## config.mk

```make
export PLATFORM = sky130hd
export DESIGN_NAME = if_fetch_unit
export DESIGN_NICKNAME = d
export VERILOG_FILES = /design/src/rtl/if_pkg.sv /design/src/rtl/if_fetch_fifo.sv /design/src/rtl/if_fetch_unit.sv
export SDC_FILE = /design/constraint.sdc
export NUM_CORES = 1
export LEC_CHECK = 0
export CORE_ASPECT_RATIO = 0.5
export CORE_MARGIN = 3
export CORE_UTILIZATION = 47
export DETAILED_ROUTE_END_ITERATION = 6
export GPL_ROUTABILITY_DRIVEN = 0
export GPL_TIMING_DRIVEN = 0
export PLACE_DENSITY = 0.77
export SLEW_MARGIN = 20
export SYNTH_ARGS = -nofsm -noshare
export SYNTH_HDL_FRONTEND = slang
export SYNTH_SLANG_ARGS = --single-unit
```

## constraint.sdc

```tcl
create_clock -name clk -period 3.15 [get_ports clk]
set_clock_uncertainty 0.15 [all_clocks]
set_input_delay 0.315 -clock clk [delete_from_list [all_inputs] [get_ports clk]]
set_output_delay 0.315 -clock clk [all_outputs]
set_load 0.005 [all_outputs]
```

## src/rtl/if_pkg.sv

```systemverilog
// Shared types and constants for the IF-stage fetch unit and its skid FIFO.
package if_pkg;

    localparam int XLEN = 32;
    localparam logic [XLEN-1:0] NOP_INSTR = 32'h0000_0013;
    localparam int PC_STEP = 4;

    typedef struct packed {
        logic [XLEN-1:0] pc;
        logic [XLEN-1:0] instr;
        logic            misaligned;
    } if_entry_t;

endpackage

```

## src/rtl/if_fetch_fifo.sv

```systemverilog
// Small synchronous FIFO of fetched {pc, instr, misaligned} entries toward ID.
// Flush beats push and pop; the head reads as all-zero while the FIFO is empty.
module if_fetch_fifo
    import if_pkg::*;
#(
    parameter int BUF_DEPTH = 2
) (
    input  logic                             clk,
    input  logic                             reset,
    input  logic                             push,
    input  if_entry_t                        push_data,
    input  logic                             pop,
    input  logic                             flush,
    output logic [$clog2(BUF_DEPTH+1)-1:0]   count,
    output if_entry_t                        head
);

    localparam int CNT_W = $clog2(BUF_DEPTH + 1);
    localparam int PTR_W = (BUF_DEPTH > 1) ? $clog2(BUF_DEPTH) : 1;

    if_entry_t        mem_q [BUF_DEPTH];
    if_entry_t        mem_d [BUF_DEPTH];
    logic [PTR_W-1:0] wr_ptr_q, wr_ptr_d;
    logic [PTR_W-1:0] rd_ptr_q, rd_ptr_d;
    logic [CNT_W-1:0] count_q, count_d;
    logic             do_push, do_pop;

    function automatic logic [PTR_W-1:0] next_ptr(input logic [PTR_W-1:0] p);
        return (p == PTR_W'(BUF_DEPTH - 1)) ? '0 : p + PTR_W'(1);
    endfunction

    always_comb begin
        mem_d    = mem_q;
        wr_ptr_d = wr_ptr_q;
        rd_ptr_d = rd_ptr_q;
        count_d  = count_q;
        do_push  = push && !flush;
        do_pop   = pop && !flush && (count_q != '0);
        if (flush) begin
            wr_ptr_d = '0;
            rd_ptr_d = '0;
            count_d  = '0;
        end else begin
            if (do_push) begin
                mem_d[wr_ptr_q] = push_data;
                wr_ptr_d        = next_ptr(wr_ptr_q);
            end
            if (do_pop) begin
                rd_ptr_d = next_ptr(rd_ptr_q);
            end
            count_d = count_q + CNT_W'(do_push) - CNT_W'(do_pop);
        end
    end

    always_ff @(posedge clk) begin
        if (!reset) begin
            mem_q    <= '{default: '0};
            wr_ptr_q <= '0;
            rd_ptr_q <= '0;
            count_q  <= '0;
        end else begin
            mem_q    <= mem_d;
            wr_ptr_q <= wr_ptr_d;
            rd_ptr_q <= rd_ptr_d;
            count_q  <= count_d;
        end
    end

    assign count = count_q;
    assign head  = (count_q != '0) ? mem_q[rd_ptr_q] : '0;

endmodule

```

## src/rtl/if_fetch_unit.sv

```systemverilog
// IF-stage fetch initiator: drives pc_req into imem, captures the word one cycle later
// and queues it toward ID. Optional IF_MISALIGN_CHECK_EN traps misaligned redirect targets.
module if_fetch_unit
    import if_pkg::*;
#(
    parameter logic [XLEN-1:0] RESET_PC  = '0,
    parameter int              BUF_DEPTH = 2
) (
    input  logic            clk,
    input  logic            reset,
    output logic [XLEN-1:0] imem_pc,
    input  logic [XLEN-1:0] imem_instr,
    input  logic            stall_i,
    input  logic            redirect_valid,
    input  logic [XLEN-1:0] redirect_pc,
    output logic            if_valid,
    output logic [XLEN-1:0] if_pc,
    output logic [XLEN-1:0] if_instr,
    output logic [XLEN-1:0] if_pc_plus4
`ifdef IF_MISALIGN_CHECK_EN
    ,
    output logic            if_misaligned
`endif
);

    localparam int CNT_W = $clog2(BUF_DEPTH + 1);

    logic [XLEN-1:0]  pc_req_q, pc_req_d;
    logic [XLEN-1:0]  inflight_pc_q, inflight_pc_d;
    logic             inflight_q, inflight_d;
    logic [XLEN-1:0]  target_pc;
    logic [CNT_W-1:0] fifo_count;
    logic [CNT_W:0]   occupancy;
    logic             pop, issue;
    if_entry_t        push_entry, fifo_head;

`ifdef IF_MISALIGN_CHECK_EN
    logic halt_q, halt_d;
    logic inflight_mis_q, inflight_mis_d;
`endif

    assign if_valid = (fifo_count != '0);
    assign pop      = if_valid && !stall_i;

    // Credits: FIFO entries plus the word still in imem must never exceed BUF_DEPTH.
    always_comb begin
        occupancy = {1'b0, fifo_count} + (CNT_W+1)'(inflight_q);
        issue     = (occupancy < (CNT_W+1)'(BUF_DEPTH)) ||
                    ((occupancy == (CNT_W+1)'(BUF_DEPTH)) && pop);

        push_entry.pc         = inflight_pc_q;
        push_entry.instr      = imem_instr;
        push_entry.misaligned = 1'b0;

`ifdef IF_MISALIGN_CHECK_EN
        target_pc = redirect_pc;
        if (halt_q) begin
            issue = 1'b0;
        end
        if (inflight_mis_q) begin
            push_entry.instr      = NOP_INSTR;
            push_entry.misaligned = 1'b1;
        end
`else
        target_pc = redirect_pc & ~XLEN'(3);
`endif

        pc_req_d      = pc_req_q;
        inflight_d    = 1'b0;
        inflight_pc_d = inflight_pc_q;
        if (redirect_valid) begin
            pc_req_d = target_pc;
        end else if (issue) begin
            inflight_d    = 1'b1;
            inflight_pc_d = pc_req_q;
            pc_req_d      = pc_req_q + XLEN'(PC_STEP);
        end

`ifdef IF_MISALIGN_CHECK_EN
        halt_d         = halt_q;
        inflight_mis_d = 1'b0;
        if (redirect_valid) begin
            halt_d = 1'b0;
        end else if (issue && (pc_req_q[1:0] != 2'b00)) begin
            halt_d         = 1'b1;
            inflight_mis_d = 1'b1;
        end
`endif
    end

    always_ff @(posedge clk) begin
        if (!reset) begin
            pc_req_q      <= RESET_PC;
            inflight_q    <= 1'b0;
            inflight_pc_q <= '0;
        end else begin
            pc_req_q      <= pc_req_d;
            inflight_q    <= inflight_d;
            inflight_pc_q <= inflight_pc_d;
        end
    end

`ifdef IF_MISALIGN_CHECK_EN
    always_ff @(posedge clk) begin
        if (!reset) begin
            halt_q         <= 1'b0;
            inflight_mis_q <= 1'b0;
        end else begin
            halt_q         <= halt_d;
            inflight_mis_q <= inflight_mis_d;
        end
    end
`endif

    // Redirect flushes; the word returning for a killed fetch is dropped via inflight<=0.
    if_fetch_fifo #(
        .BUF_DEPTH (BUF_DEPTH)
    ) u_fifo (
        .clk       (clk),
        .reset     (reset),
        .push      (inflight_q),
        .push_data (push_entry),
        .pop       (pop),
        .flush     (redirect_valid),
        .count     (fifo_count),
        .head      (fifo_head)
    );

    assign imem_pc     = pc_req_q;
    assign if_pc       = fifo_head.pc;
    assign if_instr    = fifo_head.instr;
    assign if_pc_plus4 = fifo_head.pc + XLEN'(PC_STEP);

`ifdef IF_MISALIGN_CHECK_EN
    assign if_misaligned = fifo_head.misaligned;
`else
    logic misaligned_unused;
    assign misaligned_unused = fifo_head.misaligned;
`endif

endmodule

```

==> reports/results.txt <==
The core region is 0.0190 sq mm. Commonest register cell after synthesis: sky130_fd_sc_hd__dfxtp_1. The finished cells cover 0.0130 sq mm. Summed over all layers, the global routing overflow is 0. The checks that failed: negative setup slack. Counting both buffers and inverters, the worst setup path holds a total of 8.

The logs give 0 for the number of antenna violations at the first check in global routing and 68.5% for the final core area utilization. The die covers 0.0218 sq mm. The worst setup margin came out at -0.371 ns. The root buffer cell chosen for the clock tree is sky130_fd_sc_hd__clkbuf_16.

The critical path goes through nor2_4 > buf_8 > buf_8 > buf_12 > or2_4 > inv_4 > ha_4 > nor3b_4 > buf_4 > nand4_1 > buf_4 > buf_4 > nand2b_4 > xnor2_1 > buf_2. The endpoint with the worst hold slack was u_fifo.mem_q[57]. Clock-pin slew was measured on the worst setup and hold paths at 0.08 ns. The number of cells on the worst reg-to-reg path is 10. The clock tree synthesis step divided the H-tree into 4 levels. Of the available clock period, the critical path in the final layout requires 112%. The min-delay analysis places its worst path in the category in2reg. The count of nets left with antenna violations once routing finished came out at 0.

For this design, the slowest cell found on the critical path is sky130_fd_sc_hd__dfxtp_4. The number of pins exceeding their max-slew limit in the final report was 0; the setup slack of the worst register-to-register path was 0.34 ns. The worst path in the final design needs a cycle of 3.52 ns, including I/O delays and setup.

The horizontal die dimension is 206 um, and the number of endpoints failing setup at the final stage is 14. The worst ir drop on vdd is 0.401 mV, and the number of placed I/O pins is 197. The count of endpoints failing hold in the final timing report is 0, and the portion of the post-synthesis area used by sequential elements is 40.3%. The run gives 21 as the maximum number of pins on one net before global-route repair.

Input and output buffers added on the ports amount to 187. For this design the static power due to leakage is 0.00471 uW. The floorplan has 35 rows. The total routing resource utilization after global routing is 27.0%.

The endpoint identified for the worst register-to-register timing path is imem_pc[29]. The worst slew margin relative to its limit is 50.5%, and the maximum fanout along the worst path is 7. In this run, the number of DRC markers left after iteration 0 of detailed routing was 892. The top cell type's share of synthesized area was 40.3%; the maximum operating frequency was 284 MHz. Across all hold checks on the routed design, the worst slack comes to 0.145 ns. The layout has 1486 filler cells.

The pre-antenna-repair detailed-routing pass consisted of 5 iterations. The run finished, with violations left. Type of destination of the critical path: an output port. The synthesized design contains 0 enable-type register cells.

The cell count after synthesis came out at 1164. Relative to the synthesized area, the layout overhead comes to 38.5%. The netlist uses 52 different library cells. The logs give 9522 for the via count and 2 for the maximum root-to-sink buffer count. The post-detailed-route wirelength per cell works out to 18.3 um.

The logs give -1.18 ns for the minimum setup slack after placement and 1711 for the final cell count without fillers. Across the run, the number of max-cap violations was 0. The most numerous cell type found on the critical path is sky130_fd_sc_hd__buf_4.

The data required time at the worst endpoint is 2.68 ns, and the total routed wirelength is 31.3 mm. The run gives 1514 as the total number of nets in the final design. The tools report the number of placed instances with taps included as 1615. The clock reaches the later pin of the worst-skew pair after 0.44 ns.

The number of buffers added to fix hold violations after cts was 0. The die is 106 um tall. The total CTS buffers is 17. The tools report the wire length of the first global-routing pass as 47.2 mm. The number of clock sinks was 189. The run gives 49.4% as the initial core utilization.

The ratio of routed vias to standard cells was 5.57. Grouping stages by cell kind, the critical path spends the most delay in buffers and inverters. The highest cell delay on the worst timing path came out at 0.36 ns.

By startpoint and endpoint, the worst setup path is classified as reg2out. After synthesis the netlist holds a flip-flop and latch count of 189. The power per unit of standard cell area was 395 mW/mm^2. The launch instance of the worst min-delay path is reset. After detailed routing, the number of remaining DRC violations is 0. Detailed placement finished with a half-perimeter wire length of 20.9 mm.

At the pin with the least slew margin, the transition time is 0.722 ns. The largest total area in the synthesized netlist belongs to sky130_fd_sc_hd__dfxtp_1. Along the worst hold path, the cell count comes to 2.

Setup repair after global routing could not meet its margin everywhere. The area of the mapped netlist is 0.00940 sq mm. In this run the mean area of a mapped cell was 8.07 sq um.

The fraction of layout cells with a size suffix above 1 is 13.1%. In this run the critical register-to-register path is launched from u_fifo.count[0]. For the placed standard-cell area, the log shows 0.0116 sq mm. Data on the critical path arrives at its endpoint at 3.06 ns. In the synthesized netlist the async set-or-reset flop fraction comes to 0%.

The number of antenna diodes in the final layout is 0. TritonCTS built the clock tree. The via count of the first global-routing pass came out at 9012. After synthesis, the cell types taking the most area are sky130_fd_sc_hd__dfxtp_1 40%, sky130_fd_sc_hd__nand2_1 14%, sky130_fd_sc_hd__a21boi_0 12%. Kind of start point of the critical path: a register. For the synthesis warning total, the log shows 0.
==> repair_timing <==
item,CTS,global route
cloned,2,0
pin swaps,29,19
buffers inserted,44,22
resized for setup,134,33
setup endpoints to repair,75,24
==> layout by cell type (no fill, tap or decap), types with 27 or more instances in the layout <==
cell type,n
sky130_fd_sc_hd__nor2_1,69
sky130_fd_sc_hd__clkdlybuf4s50_1,165
sky130_fd_sc_hd__o21ai_0,27
sky130_fd_sc_hd__dfxtp_1,186
sky130_fd_sc_hd__a21boi_0,154
sky130_fd_sc_hd__mux2i_1,60
sky130_fd_sc_hd__nand2_1,337
sky130_fd_sc_hd__buf_4,61
sky130_fd_sc_hd__clkbuf_1,58
sky130_fd_sc_hd__xnor2_1,32
==> flip-flops by register name, summed over array words and instances (netlist names) <==
signal / cells
u_fifo.rd_ptr_q: 1
inflight_pc_q: 30
u_fifo.mem_q: 124
u_fifo.wr_ptr_q: 1
u_fifo.count: 2
inflight_q: 1
imem_pc: 30
==> where the power goes <==
part | internal (uW) | switching [uW] | total [uW]
logic | 242 | 230 | 472
clock network | 1070 | 1070 | 2140
registers | 2450 | 81.2 | 2530
==> worst reg2reg max path, cell delays in order (launching register included) <==
cell                       delay (ns)
sky130_fd_sc_hd__dfxtp_4         0.36
sky130_fd_sc_hd__buf_4           0.13
sky130_fd_sc_hd__buf_4           0.13
sky130_fd_sc_hd__ha_1            0.19
sky130_fd_sc_hd__inv_1           0.06
sky130_fd_sc_hd__ha_1            0.23
sky130_fd_sc_hd__a31oi_1         0.50
sky130_fd_sc_hd__clkbuf_1        0.50
sky130_fd_sc_hd__nor4_1          0.17
sky130_fd_sc_hd__xnor2_1         0.17
sky130_fd_sc_hd__a21oi_1         0.08
==> per-layer routing <==
layer	track usage, %	up-vias	wire length (um)
met5	0	-	0
met4	9.87	0	1080
met3	4.47	98	2670
met2	42.3	486	14000
met1	37.6	4481	13600
li1	-	4457	-
==> stage by stage <==
stage                     setup TNS (ns)  total power [uW]
after floorplan                        0              2780
after global placement            -12.72              3020
after detailed placement          -13.23              3030
after CTS                          -2.39              5150
after global routing               -4.04              5320
final                              -3.12              5150
==> logic make-up (layout without fill, tap and decap cells) <==
group           Yosys count  after routing  share of synthesized area [%]
compound gates          226            226                           17.4
fa+ha+maj                 7              7                          0.932
other cells               1              6                         0.0399
buf+inv                  94            375                           4.66
mux                      62             62                           6.60
simple gates            532            534                           25.2
xor+xnor                 53             53                           4.94
flops                   189            189                           40.3
==> synthesized netlist by cell type, types with 8 or more instances <==
| library cell | count |
|---|---|
| sky130_fd_sc_hd__nor4_1 | 8 |
| sky130_fd_sc_hd__nand3_1 | 27 |
| sky130_fd_sc_hd__nand2_1 | 338 |
| sky130_fd_sc_hd__clkbuf_1 | 58 |
| sky130_fd_sc_hd__dfxtp_1 | 189 |
| sky130_fd_sc_hd__a21oi_1 | 20 |
| sky130_fd_sc_hd__and3_1 | 8 |
| sky130_fd_sc_hd__nor3_1 | 16 |
| sky130_fd_sc_hd__buf_2 | 14 |
| sky130_fd_sc_hd__xnor2_1 | 32 |
| sky130_fd_sc_hd__mux2i_1 | 62 |
| sky130_fd_sc_hd__nor2_1 | 74 |
| sky130_fd_sc_hd__xor2_1 | 21 |
| sky130_fd_sc_hd__buf_4 | 11 |
| sky130_fd_sc_hd__o21ai_0 | 28 |
| sky130_fd_sc_hd__inv_1 | 8 |
| sky130_fd_sc_hd__a21boi_0 | 154 |
==> final cells by class <==
class / instances / area (sq um) / area share [%]
buffer: 84 / 484 / 3.72
clock buffer: 17 / 425 / 3.27
clock inverter: 15 / 164 / 1.26
inverter: 8 / 32.5 / 0.250
multi-input combinational: 888 / 5480 / 42.1
sequential: 189 / 3790 / 29.1
tap: 259 / 324 / 2.49
timing repair buffer: 251 / 2310 / 17.8
==> worst max-delay path by stage <==
stage               slack, ns            start               to  cells past startpoint
floorplan               0.005  u_fifo.rd_ptr_q  if_pc_plus4[26]                     12
finish                  -0.37  u_fifo.count[1]  if_pc_plus4[16]                     15
detailed placement      -1.18  u_fifo.rd_ptr_q  if_pc_plus4[26]                     13
CTS                     -0.28  u_fifo.rd_ptr_q  if_pc_plus4[26]                     14
global route            -0.45  u_fifo.count[1]  if_pc_plus4[16]                     15
global placement        -1.14  u_fifo.rd_ptr_q  if_pc_plus4[26]                     13
Power figures use the tool's default switching activity.
